[src/rtl/writeback_queue_pkg.sv]
`default_nettype none
// ============================================================================
//  Module  : writeback_queue_pkg
//  Purpose : Shared sizing constants and helpers for the write-back queue.
//  Revision: 1.0 - initial release
// ============================================================================
package writeback_queue_pkg;

    localparam int WORD              = 32;  // data width of a register
    localparam int REG_ADDRESS_SPACE = 5;   // register address width
    localparam int WB_QUEUE_DEPTH    = 4;   // queue entries, power of two

    // Pointer width for a circular buffer of the given depth.
    function automatic int ptr_bits(input int depth);
        return (depth > 1) ? $clog2(depth) : 1;
    endfunction

endpackage
`default_nettype wire

[src/rtl/wb_fwd_match.sv]
`default_nettype none
// ============================================================================
//  Module  : wb_fwd_match
//  Purpose : Compares one lookup address against every queued entry and
//            returns a hit flag plus the data of the youngest valid match.
//  Revision: 1.0 - initial release
// ============================================================================
module wb_fwd_match
    import writeback_queue_pkg::*;
#(
    parameter int                    WIDTH         = WORD,
    parameter int                    ADDR_SPACE    = REG_ADDRESS_SPACE,
    parameter int                    DEPTH         = WB_QUEUE_DEPTH,
    parameter logic [ADDR_SPACE-1:0] ZERO_REGISTER = '0
)(
    input  logic [ADDR_SPACE-1:0]             lookup_addr_i,
    input  logic [DEPTH-1:0][ADDR_SPACE-1:0]  entry_addr_i,
    input  logic [DEPTH-1:0][WIDTH-1:0]       entry_data_i,
    input  logic [DEPTH-1:0]                  valid_i,
    input  logic [ptr_bits(DEPTH)-1:0]        tail_i,
    output logic                              hit_o,
    output logic [WIDTH-1:0]                  data_o
);

    localparam int PTR_W = ptr_bits(DEPTH);

    logic [PTR_W-1:0] w_idx;

    // Walk from the oldest slot to the youngest so the last match (closest to tail) wins.
    always_comb begin
        hit_o  = 1'b0;
        data_o = '0;
        w_idx  = '0;
        for (int i = DEPTH; i >= 1; i--) begin
            w_idx = tail_i - PTR_W'(i);
            if (valid_i[w_idx] && (entry_addr_i[w_idx] == lookup_addr_i) &&
                (lookup_addr_i != ZERO_REGISTER)) begin
                hit_o  = 1'b1;
                data_o = entry_data_i[w_idx];
            end
        end
    end

endmodule
`default_nettype wire

[src/rtl/writeback_queue.sv]
`default_nettype none
// ============================================================================
//  Module  : writeback_queue
//  Purpose : In-order buffer between the pipeline back-end and the register
//            file write port. Accepts results via valid/ready and drains at
//            most one per cycle. Writes to the zero register are dropped.
//  Config  : WB_QUEUE_FORWARD_EN - when defined, queued values are forwarded
//            to the two read-address lookups; otherwise fwd outputs are 0.
//  Revision: 1.0 - initial release
// ============================================================================
module writeback_queue
    import writeback_queue_pkg::*;
#(
    parameter int                    WIDTH         = WORD,
    parameter int                    ADDR_SPACE    = REG_ADDRESS_SPACE,
    parameter int                    DEPTH         = WB_QUEUE_DEPTH,
    parameter logic [ADDR_SPACE-1:0] ZERO_REGISTER = '0
)(
    input  logic                     clk,
    input  logic                     rst,
    input  logic                     in_valid,
    output logic                     in_ready,
    input  logic [ADDR_SPACE-1:0]    in_addr,
    input  logic [WIDTH-1:0]         in_data,
    input  logic                     hold,
    output logic                     wr_en,
    output logic [ADDR_SPACE-1:0]    wr_addr,
    output logic [WIDTH-1:0]         wr_data,
    output logic [$clog2(DEPTH):0]   count,
    input  logic [ADDR_SPACE-1:0]    q1_addr,
    input  logic [ADDR_SPACE-1:0]    q2_addr,
    output logic                     fwd1_hit,
    output logic [WIDTH-1:0]         fwd1_data,
    output logic                     fwd2_hit,
    output logic [WIDTH-1:0]         fwd2_data
);

    localparam int               PTR_W   = ptr_bits(DEPTH);
    localparam int               CNT_W   = $clog2(DEPTH) + 1;
    localparam logic [CNT_W-1:0] DEPTH_C = CNT_W'(DEPTH);

    logic [PTR_W-1:0]                 head_q, head_d;
    logic [PTR_W-1:0]                 tail_q, tail_d;
    logic [CNT_W-1:0]                 count_q, count_d;
    logic [DEPTH-1:0]                 valid_q, valid_d;
    logic [DEPTH-1:0][ADDR_SPACE-1:0] addr_q;
    logic [DEPTH-1:0][WIDTH-1:0]      data_q;

    logic w_empty;
    logic w_push_acc;
    logic w_push_store;
    logic w_pop;

    // Handshake and drain decisions; ready depends only on occupancy (and reset).
    assign w_empty      = (count_q == '0);
    assign in_ready     = !rst && (count_q < DEPTH_C);
    assign w_push_acc   = in_valid && in_ready;
    assign w_push_store = w_push_acc && (in_addr != ZERO_REGISTER);
    assign w_pop        = wr_en;

    assign wr_en   = !w_empty && !hold;
    assign wr_addr = w_empty ? '0 : addr_q[head_q];
    assign wr_data = w_empty ? '0 : data_q[head_q];
    assign count   = count_q;

    // Next-state pointers, occupancy and valid mask for push/pop.
    always_comb begin
        head_d  = head_q;
        tail_d  = tail_q;
        count_d = count_q;
        valid_d = valid_q;
        if (w_pop) begin
            valid_d[head_q] = 1'b0;
            head_d          = head_q + PTR_W'(1);
        end
        if (w_push_store) begin
            valid_d[tail_q] = 1'b1;
            tail_d          = tail_q + PTR_W'(1);
        end
        case ({w_push_store, w_pop})
            2'b10:   count_d = count_q + CNT_W'(1);
            2'b01:   count_d = count_q - CNT_W'(1);
            default: count_d = count_q;
        endcase
    end

    // Control state register; reset discards every queued entry.
    always_ff @(posedge clk or posedge rst) begin
        if (rst) begin
            head_q  <= '0;
            tail_q  <= '0;
            count_q <= '0;
            valid_q <= '0;
        end else begin
            head_q  <= head_d;
            tail_q  <= tail_d;
            count_q <= count_d;
            valid_q <= valid_d;
        end
    end

    // Entry storage written at the tail on an accepted, non-discarded push.
    always_ff @(posedge clk or posedge rst) begin
        if (rst) begin
            addr_q <= '0;
            data_q <= '0;
        end else if (w_push_store) begin
            addr_q[tail_q] <= in_addr;
            data_q[tail_q] <= in_data;
        end
    end

`ifdef WB_QUEUE_FORWARD_EN
    wb_fwd_match #(
        .WIDTH         (WIDTH),
        .ADDR_SPACE    (ADDR_SPACE),
        .DEPTH         (DEPTH),
        .ZERO_REGISTER (ZERO_REGISTER)
    ) u_fwd1 (
        .lookup_addr_i (q1_addr),
        .entry_addr_i  (addr_q),
        .entry_data_i  (data_q),
        .valid_i       (valid_q),
        .tail_i        (tail_q),
        .hit_o         (fwd1_hit),
        .data_o        (fwd1_data)
    );

    wb_fwd_match #(
        .WIDTH         (WIDTH),
        .ADDR_SPACE    (ADDR_SPACE),
        .DEPTH         (DEPTH),
        .ZERO_REGISTER (ZERO_REGISTER)
    ) u_fwd2 (
        .lookup_addr_i (q2_addr),
        .entry_addr_i  (addr_q),
        .entry_data_i  (data_q),
        .valid_i       (valid_q),
        .tail_i        (tail_q),
        .hit_o         (fwd2_hit),
        .data_o        (fwd2_data)
    );
`else
    // Forwarding disabled: lookup addresses are accepted but ignored.
    logic w_unused_lookup;
    assign w_unused_lookup = ^{q1_addr, q2_addr};
    assign fwd1_hit  = 1'b0;
    assign fwd1_data = '0;
    assign fwd2_hit  = 1'b0;
    assign fwd2_data = '0;
`endif

endmodule
`default_nettype wire

[config.mk]
export PLATFORM = sky130hd
export DESIGN_NAME = writeback_queue
export DESIGN_NICKNAME = d
export VERILOG_FILES = /design/src/rtl/writeback_queue_pkg.sv /design/src/rtl/wb_fwd_match.sv /design/src/rtl/writeback_queue.sv
export SDC_FILE = /design/constraint.sdc
export NUM_CORES = 1
export LEC_CHECK = 0
export ABC_AREA = 0
export BUFFER_PORTS_ARGS = -buffer_cell sky130_fd_sc_hd__buf_2
export CAP_MARGIN = 5
export CORE_UTILIZATION = 35
export DETAILED_ROUTE_END_ITERATION = 7
export SLEW_MARGIN = 20
export SYNTH_ARGS = -nofsm -noshare
export SYNTH_HDL_FRONTEND = slang
export SYNTH_HIERARCHICAL = 1
export SYNTH_SLANG_ARGS = --single-unit
[constraint.sdc]
create_clock -name clk -period 6.5 [get_ports clk]
set_input_delay 1.95 -clock clk [delete_from_list [all_inputs] [get_ports clk]]
set_output_delay 1.95 -clock clk [all_outputs]
set_load 0.02 [all_outputs]
== Word level (Yosys, flattened, before mapping) ==
Index checks and enable logic that the tools add are counted.
Word-level totals
  bits in registers: 155
  input bits: 51
  word-level logic and storage cells: 45
Cells by class
  add/sub/neg operators: 4
  $lt $le $gt $ge: 4
  equal/unequal tests: 2
  multiplexer cells: 13
  reduce and logical (&&, ||, !) cells: 11
Operators with widths (count)
  bitwise mux 128 bit: 1
  two-way mux 32 bit: 3
  binary-select mux 32 bit (select 2 bit): 1
  demux 32 bit (select 2 bit): 1
  bitwise mux 20 bit: 1
  two-way mux 5 bit: 3
  binary-select mux 5 bit (select 2 bit): 1
  demux 5 bit (select 2 bit): 1
  < comparator 2 x 3 -> 1 bit (second input constant): 2
  one-hot mux 3 bit (2 select lines): 1
  logical AND 1 bit: 5
  nonzero test 5 bit: 1
  adder 2 x 1 -> 2 bit (second input constant): 2
  adder 3 x 1 -> 3 bit (second input constant): 1
  zero test 1 bit: 3
  zero test 3 bit: 1
  < comparator 3 bit (second input constant): 1
  subtractor 3 x 1 -> 3 bit (second input constant): 1
  equality test 2 x 1 -> 1 bit (second input constant): 1
  equality test 2 bit (second input constant): 1
  >= comparator 2 x 1 -> 1 bit (second input constant): 1
  nonzero test 2 bit: 1

== Longest topological paths before layout ==
Gate-level depths: netlist of the first run.
  depth after elaboration: 6
  mapped depth: 9

== Worst setup path after synthesis of the first run ==
OpenSTA, ideal clock, no wires.
  kind: input to output
  start: input rst
  end: output in_ready
  arrival time: 2417 ps
  data required time: 4550 ps
  setup slack: 2133 ps
  stages: 1
  path buffers: 0
  cells stage by stage: nor2_2
On the way
  word-level cells in the longest chain between the ends: 2
Ends and longest elaborated chain
  start: declaration: line writeback_queue.sv:20  | input logic rst,
  zero test 1 bit (no line)
  logical AND 1 bit: line writeback_queue.sv:56  | assign in_ready = !rst && (count_q < DEPTH_C);
  end: declaration: line writeback_queue.sv:22  | output logic in_ready,
No other way between the ends.

== Worst setup path in the final report of the first run ==
Ends and elaborated chain as after synthesis.

==> results of run 1 <==
-- power by group through the flow --
stage          registers [mW]  logic [mW]  clock network, mW
2_1_floorplan            1.60        1.58                  0
3_3_place_gp             1.77        1.84                  0
3_5_place_dp             1.82        1.89                  0
4_1_cts                  1.81        1.90              0.974
5_1_grt                  1.87        2.02               1.01
6_report                 1.80        1.86              0.945
-- how the worst max path moves through the flow --
stage | startpoint | cells past startpoint | to | slack (ns)
6_report | rst | 3 | in_ready | 1.80
5_1_grt | rst | 3 | in_ready | 1.75
4_1_cts | rst | 3 | in_ready | 1.80
3_5_place_dp | in_addr[2] | 5 | data_q[76]$_DFFE_PP0P_ | 1.75
3_3_place_gp | in_addr[2] | 5 | data_q[96]$_DFFE_PP0P_ | 1.78
2_1_floorplan | rst | 1 | addr_q[0]$_DFFE_PP0P_ | 0.37
-- sequential cells by signal, indices dropped and copies added (netlist names) --
name / cells
addr_q: 20
head_q: 2
count: 3
tail_q: 2
data_q: 128
-- cells in the mapped netlist --
cell       instances  area, um2
dfrtp_1          155       3880
mux2_2           141       1590
buf_4             67        503
mux4_2            37        833
nor2b_1           37        231
buf_6             12        135
mux2_1             8       90.1
clkbuf_1           7       26.3
inv_1              6       22.5
ha_1               5       62.6
buf_1              4       15.0
o2111ai_4          4        105
xor2_1             4       35.0
buf_2              3       15.0
nor2_1             2       7.51
xnor2_1            2       17.5
conb_1             1       3.75
fa_1               1       20.0
mux2i_1            1       10.0
nor2_2             1       6.26
nor3_1             1       5.00
nor3b_1            1       7.51
o211ai_1           1       7.51
or4_1              1       7.51
-- kinds of logic after synthesis --
logic type               after synthesis
AO/OA/AOI/OAI                          5
XOR/XNOR                               6
adder cells (fa/ha/maj)                6
buffers and inverters                 99
flip-flops                           155
multiplexers                         187
other                                  1
AND/OR/NAND/NOR                       43
-- critical path: stages --
cell	delay, ns
buf_2	0.14
nor2_2	0.40
buf_2	0.26
-- metrics by stage --
| step | setup slack (ns) | power, mW | cells |
|---|---|---|---|
| after floorplan | 0.372 | 3.18 | 567 |
| after global placement | 1.78 | 3.61 | 838 |
| after detailed placement | 1.75 | 3.71 | 838 |
| after CTS | 1.80 | 4.68 | 866 |
| after global routing | 1.75 | 4.91 | 866 |
| final | 1.80 | 4.60 | 867 |
-- final cells by class --
type                       instances  share of cell area
antenna                            1            0.000292
clock buffer                      20              0.0533
clock inverter                     8              0.0114
inverter                           6             0.00350
multi-input combinational        313               0.384
sequential                       155               0.453
tap                              275              0.0401
timing repair buffer              89              0.0540
-- routing by layer --
| metal | vias to the layer above | global-route usage | share of wire |
|---|---|---|---|
| met5 | - | 0 | 0 |
| met4 | 0 | 0.0399 | 0.0086 |
| met3 | 10 | 0.0421 | 0.050 |
| met2 | 119 | 0.267 | 0.52 |
| met1 | 2187 | 0.174 | 0.42 |
| li1 | 1814 | - | - |
==> tab_implementation.tex, run 1 <==
\begin{tabular}{lr}
\hline
Metric & Value \\
\hline
\multicolumn{2}{l}{\textbf{Run status}} \\
Result of the run & finished, final reports clean \\
\multicolumn{2}{l}{\textbf{GRT}} \\
Number of global-route vias before repair & 4611 \\
Initial antenna violation count & 0 \\
Overall fraction of global-route tracks in use & 0.149 \\
Total congestion overflow after global routing & 0 \\
First-pass GRT wire length & 25000 um \\
Maximum number of pins on one net before global-route repair & between 100 and 150 \\
\multicolumn{2}{l}{\textbf{Clock network}} \\
Clock buffer depth & 2 \\
Cts repair resizes & 0 \\
Clock edge transition at the registers on the reported setup and hold paths & approximately 0.06 ns \\
Clk sink count & between 150 and 200 \\
Number of buffers inserted by hold repair at cts & 0 \\
Number of setup buffers added after CTS & 0 \\
Number of clock buffers inserted by TritonCTS & 17 \\
Deepest level of the CTS H-tree & 4 \\
Clock tree from TritonCTS & yes \\
Clock tree root buffer cell & clkbuf\_16 \\
Insertion delay of the later-clocked pin in the worst-skew pair & about 0.41 ns \\
\multicolumn{2}{l}{\textbf{Timing}} \\
Final-layout setup total negative slack & 0 ns \\
Relative max-transition margin & 0.257 \\
Upper clock frequency limit & about 210 MHz \\
Number of hold violations in the final report & 0 \\
Post-route worst hold slack & a little under 0.5 ns \\
Crit path time final & around 4.7 ns \\
Setup repair after global routing missed its margin & false \\
Maximum clock skew at final layout & between 0.01 and 0.015 ns \\
Final-report setup violation count & 0 \\
Transition time at the pin with the least slew margin & 1.11 ns \\
Slew Viols, Final & 0 \\
Portion of the clock cycle consumed by the worst path in the final layout & 0.723 \\
\multicolumn{2}{l}{\textbf{Critical path}} \\
Startpoint kind of the worst setup timing path & input pin \\
CP Max Fanout & 6 \\
Reg-to-reg endpoint & data\_q[100]\$\_DFFE\_PP0P\_ \\
Worst reg2reg path startpoint & count[2]\$\_DFFE\_PP0P\_ \\
Worst Path Arrival & $\sim$2.8 ns \\
Startpoint-to-endpoint class of the critical path & input pin to output port \\
R2r setup slk & $\sim$4 ns \\
Required time at the worst-slack endpoint & about 4.6 ns \\
Reg2Reg Depth & 4 \\
Setup crit end kind & output port \\
\multicolumn{2}{l}{\textbf{Run}} \\
Maximum Capacitance Violations & 0 \\
\multicolumn{2}{l}{\textbf{Final layout}} \\
Leading cell type in the layout, fill and taps excluded & dfrtp\_1 \\
Fin nets & $\sim$640 \\
Fill cells & 1942 \\
Final cell utilization of the core & 0.404 \\
Signed area change from the synthesized netlist to the final layout & 12.3\% \\
Share of post-route cells with drive strength above 1 & 0.513 \\
Top library cells by usage in the layout, fill and taps aside & dfrtp\_1 (153), mux2\_2 (141), buf\_2 (82), conb\_1 (66) \\
Storage element area & 3880 um2 \\
Cell area after layout & 8570 um2 \\
Area of the multi-input gates & around 3300 um2 \\
\multicolumn{2}{l}{\textbf{Die}} \\
Height of the die & between 100 and 150 um \\
Chip width & approximately 150 um \\
Effective utilization at floorplan & 0.360 \\
\# IOs & between 150 and 200 \\
CORE AREA & $\sim$21000 um2 \\
Overall die area & about 22000 um2 \\
Row count & 53 \\
\multicolumn{2}{l}{\textbf{Routing}} \\
Mean routed wirelength per cell & about 18 um \\
Total detailed-routing wirelength & roughly 16000 um \\
Residual DRC & 0 \\
Antenna Nets Post-Route & 0 \\
Number of DRC violations after detailed-routing iteration 0 & slightly above 90 \\
Count of vias placed by the detailed router & between 4000 and 5000 \\
Pre-antenna DRT Iters & 4 \\
Average via count per standard cell & 4.76 \\
\multicolumn{2}{l}{\textbf{Power and ir drop}} \\
Total leakage power & a little under 4 nW \\
Combinational power share & 0.404 \\
Share of power burned in the clock network & 0.205 \\
NetSw & roughly 1.6 mW \\
Max rail drop VDD & $\sim$0.00028 V \\
Power per unit of standard cell area & 537 nW/um2 \\
Switch share & 0.342 \\
Fraction of power consumed by sequential logic & 0.390 \\
Pint & roughly 3.0 mW \\
\multicolumn{2}{l}{\textbf{Synth}} \\
Synthesized netlist cell count & between 500 and 600 \\
Xor-xnor portion of the synthesized cell area & 0.00688 \\
Dominant combinational cell family by area after synthesis & multiplexers \\
Area fraction in and, or, nand and nor cells after synthesis & 0.0347 \\
Yosys warns & 6 \\
Post-synthesis sequential element count & 155 \\
Synth cell types & 24 \\
Post-Syn Area & 7630 um2 \\
Adder-Cell Fraction of Synth Area & 0.0108 \\
Part of the Yosys area used for sequential elements & 0.508 \\
Post-synthesis average cell area & about 15 um2 \\
Share of the synthesized area in compound gates (AO/OA/AOI/OAI) & 0.0148 \\
Proportion of synthesized area in mux cells & 0.330 \\
\multicolumn{2}{l}{\textbf{Worst hold path}} \\
Worst Hold Class & flip-flop to flip-flop \\
Hold Path Depth & 1 \\
Endpoint of the worst hold-timing path & data\_q[98]\$\_DFFE\_PP0P\_ \\
Hold path startpoint & data\_q[98]\$\_DFFE\_PP0P\_ \\
\multicolumn{2}{l}{\textbf{Placed design}} \\
Cell Area, Placed & between 8000 and 9000 um2 \\
Final RePlAce weighted congestion & between 0.6 and 0.7 \\
Number of buffers added on ports & 82 \\
Total half-perimeter wirelength after legalization and detailed placement & slightly below 10000 um \\
\hline
\end{tabular}
Note: power is estimated with default switching activity, not from simulation.
==> inputs of run 2 (changes only) <==
clock period = 4.25 ns   (was 6.5 ns; I/O delays follow)
==> run 2 against run 1 <==
Die area unchanged; largest power group unchanged; core utilization up 0.91 points; combinational power up 59%; critical path type is now flip-flop to output port; final area up 2.2%; count of clock-buffer cells in the layout up 2; critical endpoint is now wr_data[14]; sequential power up 49%.
==> tab_implementation.tex, run 2 (synthesized netlist as in run 1, its figures left out) <==
\begin{tabular}{lr}
\hline
Metric & Value \\
\hline
\multicolumn{2}{l}{\textbf{GRT}} \\
Overall fraction of global-route tracks in use & 0.152 \\
Number of global-route vias before repair & approximately 4700 \\
Initial antenna violation count & 0 \\
Maximum number of pins on one net before global-route repair & 62 \\
First-pass GRT wire length & approximately 25000 um \\
Total congestion overflow after global routing & 0 \\
\multicolumn{2}{l}{\textbf{Power and ir drop}} \\
Overall power of the completed layout & between 7 and 8 mW \\
Max rail drop VDD & between 0.0003 and 0.0004 V \\
Power per unit of standard cell area & $\sim$830 nW/um2 \\
Total leakage power & $\sim$4.0 nW \\
\multicolumn{2}{l}{\textbf{Die}} \\
Height of the die & about 150 um \\
CORE AREA & $\sim$21000 um2 \\
Row count & 53 \\
Overall die area & 22400 um2 \\
Effective utilization at floorplan & 0.360 \\
\# IOs & around 160 \\
Chip width & 150 um \\
\multicolumn{2}{l}{\textbf{Run}} \\
Maximum Capacitance Violations & 0 \\
\multicolumn{2}{l}{\textbf{Timing}} \\
Transition time at the pin with the least slew margin & 0.937 ns \\
Setup repair after global routing missed its margin & false \\
Relative max-transition margin & 0.374 \\
Crit path time final & 3.62 ns \\
Final-layout setup total negative slack & 0 ns \\
Setup slack after layout & approximately 0.63 ns \\
Final-report setup violation count & 0 \\
Number of hold violations in the final report & 0 \\
Maximum clock skew at final layout & between 0.007 and 0.008 ns \\
Upper clock frequency limit & approximately 280 MHz \\
Portion of the clock cycle consumed by the worst path in the final layout & 0.851 \\
Slew Viols, Final & 0 \\
\multicolumn{2}{l}{\textbf{Placed design}} \\
Number of buffers added on ports & 82 \\
Final RePlAce weighted congestion & just over 0.7 \\
Setup Slack @ Placement & roughly 0.65 ns \\
Total half-perimeter wirelength after legalization and detailed placement & $\sim$10000 um \\
Cell total after placement & approximately 840 \\
\multicolumn{2}{l}{\textbf{Clock network}} \\
Clock tree from TritonCTS & yes \\
Deepest level of the CTS H-tree & 4 \\
Cts repair resizes & 0 \\
Clock tree root buffer cell & clkbuf\_16 \\
Insertion delay of the later-clocked pin in the worst-skew pair & 0.42 ns \\
Number of buffers inserted by hold repair at cts & 0 \\
Number of clock buffers inserted by TritonCTS & 17 \\
Clock edge transition at the registers on the reported setup and hold paths & $\sim$0.06 ns \\
Clk sink count & 155 \\
Number of setup buffers added after CTS & 0 \\
Clock buffer depth & 2 \\
\multicolumn{2}{l}{\textbf{Final layout}} \\
Finished Layout Cells & between 800 and 900 \\
Fill cells & approximately 2000 \\
Register with the most flip-flops & data\_q \\
Top library cells by usage in the layout, fill and taps aside & dfrtp\_1 (153), mux2\_2 (141), buf\_2 (82), conb\_1 (66) \\
Fin nets & about 650 \\
Leading cell type in the layout, fill and taps excluded & dfrtp\_1 \\
Signed area change from the synthesized netlist to the final layout & 14.8\% \\
Flip-flop count of the largest register, all copies and words added & 128 \\
Share of post-route cells with drive strength above 1 & 0.519 \\
\multicolumn{2}{l}{\textbf{Run status}} \\
Result of the run & finished, final reports clean \\
\multicolumn{2}{l}{\textbf{Critical path}} \\
Startpoint-to-endpoint class of the critical path & flip-flop to output port \\
CP Max Fanout & 24 \\
Worst Path Arrival & between 2 and 2.5 ns \\
Setup crit end kind & output port \\
Required time at the worst-slack endpoint & 2.97 ns \\
R2r setup slk & 1.88 ns \\
Startpoint kind of the worst setup timing path & flip-flop \\
\multicolumn{2}{l}{\textbf{Routing}} \\
Residual DRC & 0 \\
Total detailed-routing wirelength & 15700 um \\
Count of vias placed by the detailed router & about 4200 \\
Mean routed wirelength per cell & 17.9 um \\
Average via count per standard cell & about 4.8 \\
Pre-antenna DRT Iters & 4 \\
Antenna Nets Post-Route & 0 \\
Number of DRC violations after detailed-routing iteration 0 & $\sim$170 \\
\multicolumn{2}{l}{\textbf{Worst hold path}} \\
Worst Hold Class & flip-flop to flip-flop \\
\hline
\end{tabular}
run 2: layer usage:
metal / global-route usage / up-vias / part of all wire
met5: 0 / - / 0
met4: 0.0409 / 0 / 0.0092
met3: 0.0451 / 13 / 0.055
met2: 0.276 / 129 / 0.54
met1: 0.172 / 2186 / 0.40
li1: - / 1845 / -
run 2: path summary, 6_finish.rpt:
| path | startpoint | end | depth (start not counted) |
|---|---|---|---|
| hold / removal | addr_q[11]$_DFFE_PP0P_ | addr_q[11]$_DFFE_PP0P_ | 1 |
| max in group asynchronous | rst | data_q[8]$_DFFE_PP0P_ | 3 |
| setup reg to reg | count[0]$_DFFE_PP0P_ | count[2]$_DFFE_PP0P_ | 10 |
| hold reg to reg | addr_q[11]$_DFFE_PP0P_ | addr_q[11]$_DFFE_PP0P_ | 1 |
| min in group asynchronous | rst | data_q[94]$_DFFE_PP0P_ | 2 |
| setup / recovery | head_q[0]$_DFFE_PP0P_ | wr_data[14] | 4 |
run 2: area by class of cell:
type	instances	area (um2)	share of cell area
Multi-Input combinational cell	313	3290	0.375
Tap cell	275	344	0.0393
Inverter	6	26.3	0.00300
Antenna cell	1	2.50	0.000286
Sequential cell	155	3880	0.443
Clock inverter	10	163	0.0186
Clock buffer	22	474	0.0541
Timing Repair Buffer	95	583	0.0665
run 2: worst max-delay path: stages (launching register included):
cell     delay (ns)
dfrtp_4        0.77
buf_12         0.27
mux4_2         0.52
nor2b_1        0.16
buf_2          0.19
run 2: stage by stage:
stage	instance area (um2)	util	hold slack, ns
detailed placement	8120	0.383	0.477
floorplan	7880	-	0.459
finish	8760	0.413	0.490
global placement	8120	0.383	0.468
CTS	8760	0.413	0.490
global route	8760	0.413	0.510
run 2: power breakdown:
group | switching [mW] | leakage [nW] | internal [mW]
clock | 0.586 | 0.307 | 1.03
sequential | 0.498 | 1.90 | 2.19
combinational | 1.37 | 1.82 | 1.60
==> inputs of run 3 (changes only) <==
CORE_MARGIN = 2   (was unset)
==> run 3 against run 2 <==
Maximum frequency down 0.38%; power shrank 1.0%; critical path type unchanged; first-iteration DRC count shrank 4.2%; critical path depth fell by 1; largest cell class unchanged; clock skew up 0.0025 ns.
==> tab_implementation.tex, run 3 (synthesized netlist as in run 1, its figures left out) <==
\begin{tabular}{lr}
\hline
Metric & Value \\
\hline
\multicolumn{2}{l}{\textbf{Run status}} \\
Result of the run & finished, final reports clean \\
\multicolumn{2}{l}{\textbf{Timing}} \\
Setup repair after global routing missed its margin & false \\
Final-report setup violation count & 0 \\
Transition time at the pin with the least slew margin & roughly 0.9 ns \\
Maximum clock skew at final layout & just over 0.01 ns \\
Final-layout setup total negative slack & 0 ns \\
Upper clock frequency limit & 275 MHz \\
Crit path time final & 3.63 ns \\
Slew Viols, Final & 0 \\
Relative max-transition margin & 0.405 \\
Number of hold violations in the final report & 0 \\
Post-route worst hold slack & 0.490 ns \\
Portion of the clock cycle consumed by the worst path in the final layout & 0.854 \\
\multicolumn{2}{l}{\textbf{Final layout}} \\
Register with the most flip-flops & data\_q \\
Share of post-route cells with drive strength above 1 & 0.520 \\
Top library cells by usage in the layout, fill and taps aside & dfrtp\_1 (153), mux2\_2 (141), buf\_2 (82), conb\_1 (66) \\
Signed area change from the synthesized netlist to the final layout & 14.4\% \\
Cell area after layout & approximately 8700 um2 \\
Fin nets & around 640 \\
Final cell utilization of the core & 0.404 \\
Flip-flop count of the largest register, all copies and words added & around 130 \\
Leading cell type in the layout, fill and taps excluded & dfrtp\_1 \\
\multicolumn{2}{l}{\textbf{Power and ir drop}} \\
Power per unit of standard cell area & between 800 and 900 nW/um2 \\
Max rail drop VDD & 0.000394 V \\
Total leakage power & between 4 and 5 nW \\
Overall power of the completed layout & 7.19 mW \\
\multicolumn{2}{l}{\textbf{Critical path}} \\
Required time at the worst-slack endpoint & about 3.0 ns \\
Crit path largest cell delay & 0.98 ns \\
CP Max Fanout & 39 \\
Worst Path Arrival & roughly 2.4 ns \\
CP bufs+invs & 1 \\
Startpoint-to-endpoint class of the critical path & flip-flop to output port \\
Worst path slowest cell & dfrtp\_4 \\
Ordered cell list for the critical path & mux4\_2 > nor2b\_1 > buf\_2 \\
Startpoint kind of the worst setup timing path & flip-flop \\
Setup crit end kind & output port \\
Family with the most delay on the worst path & flip-flops \\
\multicolumn{2}{l}{\textbf{Placed design}} \\
Final RePlAce weighted congestion & 0.687 \\
Number of buffers added on ports & 82 \\
Cell Area, Placed & about 8000 um2 \\
Total half-perimeter wirelength after legalization and detailed placement & 9310 um \\
\multicolumn{2}{l}{\textbf{Clock network}} \\
Clock tree from TritonCTS & yes \\
Insertion delay of the later-clocked pin in the worst-skew pair & about 0.42 ns \\
Number of clock buffers inserted by TritonCTS & 17 \\
Deepest level of the CTS H-tree & 4 \\
Clock buffer depth & 2 \\
Clock edge transition at the registers on the reported setup and hold paths & 0.06 ns \\
Clock tree root buffer cell & clkbuf\_16 \\
Number of buffers inserted by hold repair at cts & 0 \\
Number of setup buffers added after CTS & 0 \\
Cts repair resizes & 0 \\
Clk sink count & $\sim$160 \\
\multicolumn{2}{l}{\textbf{Routing}} \\
Number of DRC violations after detailed-routing iteration 0 & 160 \\
Mean routed wirelength per cell & approximately 18 um \\
Antenna Nets Post-Route & 0 \\
Average via count per standard cell & 4.71 \\
Total detailed-routing wirelength & roughly 16000 um \\
Count of vias placed by the detailed router & 4142 \\
Pre-antenna DRT Iters & 4 \\
Residual DRC & 0 \\
\multicolumn{2}{l}{\textbf{Die}} \\
CORE AREA & $\sim$22000 um2 \\
\# IOs & 159 \\
Overall die area & 23000 um2 \\
Chip width & 152 um \\
Effective utilization at floorplan & 0.353 \\
Height of the die & 152 um \\
Row count & between 50 and 60 \\
\multicolumn{2}{l}{\textbf{Worst hold path}} \\
Worst Hold Class & flip-flop to flip-flop \\
\multicolumn{2}{l}{\textbf{Run}} \\
Maximum Capacitance Violations & 0 \\
\multicolumn{2}{l}{\textbf{GRT}} \\
Initial antenna violation count & 3 \\
Total congestion overflow after global routing & 0 \\
Overall fraction of global-route tracks in use & 0.145 \\
First-pass GRT wire length & around 25000 um \\
Maximum number of pins on one net before global-route repair & about 160 \\
Number of global-route vias before repair & around 4500 \\
\hline
\end{tabular}
-- run 3: final cells by class --
class | count | area, um2
Fill cell | 2008 | 12900
Sequential cell | 155 | 3880
Multi-Input combinational cell | 313 | 3290
Timing Repair Buffer | 92 | 568
Clock buffer | 19 | 453
Tap cell | 280 | 350
Clock inverter | 13 | 163
Inverter | 6 | 26.3
Antenna cell | 1 | 2.50
-- run 3: path summary, 6_finish.rpt --
path                                   startpoint                      to  slack, ns  depth (start not counted)
min                        data_q[40]$_DFFE_PP0P_  data_q[40]$_DFFE_PP0P_       0.49                          1
max                         head_q[0]$_DFFE_PP0P_              wr_addr[0]       0.62                          3
min in group asynchronous                     rst    count[1]$_DFFE_PP0P_       1.03                          3
min reg2reg                data_q[40]$_DFFE_PP0P_  data_q[40]$_DFFE_PP0P_       0.49                          1
max in group asynchronous                     rst   head_q[0]$_DFFE_PP0P_       2.40                          3
max reg2reg                  count[0]$_DFFE_PP0P_    count[2]$_DFFE_PP0P_       1.92                         10
-- run 3: stage by stage --
| step | worst slack [ns] | cells |
|---|---|---|
| 2_1_floorplan | 0.907 | 567 |
| 3_3_place_gp | 0.690 | 845 |
| 3_5_place_dp | 0.693 | 845 |
| 4_1_cts | 0.503 | 877 |
| 5_1_grt | 0.417 | 878 |
| 6_report | 0.619 | 879 |
-- run 3: power by group --
part           total (mW)  internal [mW]  leakage, nW  switching [mW]
registers            2.70           2.19         1.90           0.513
clock network        1.56          0.958        0.296           0.605
logic                2.93           1.59         1.81            1.33
total                7.19           4.74         4.01            2.45
-- run 3: worst reg2reg max path, cell delays in order, from the launching register on --
cell	delay, ns
dfrtp_1	0.42
nor3_2	0.18
buf_4	0.49
nor2_1	0.10
buf_4	0.18
ha_1	0.23
inv_1	0.08
fa_1	0.18
xor2_1	0.16
nor2_1	0.07
xor2_1	0.13
-- run 3: per-layer routing --
| metal | vias to the layer above | track usage | wire length (um) |
|---|---|---|---|
| met5 | - | 0 | 27 |
| met3 | 15 | 0.0518 | 1010 |
| li1 | 1827 | - | - |
| met2 | 122 | 0.257 | 8150 |
| met1 | 2174 | 0.168 | 6260 |
| met4 | 4 | 0.0329 | 103 |
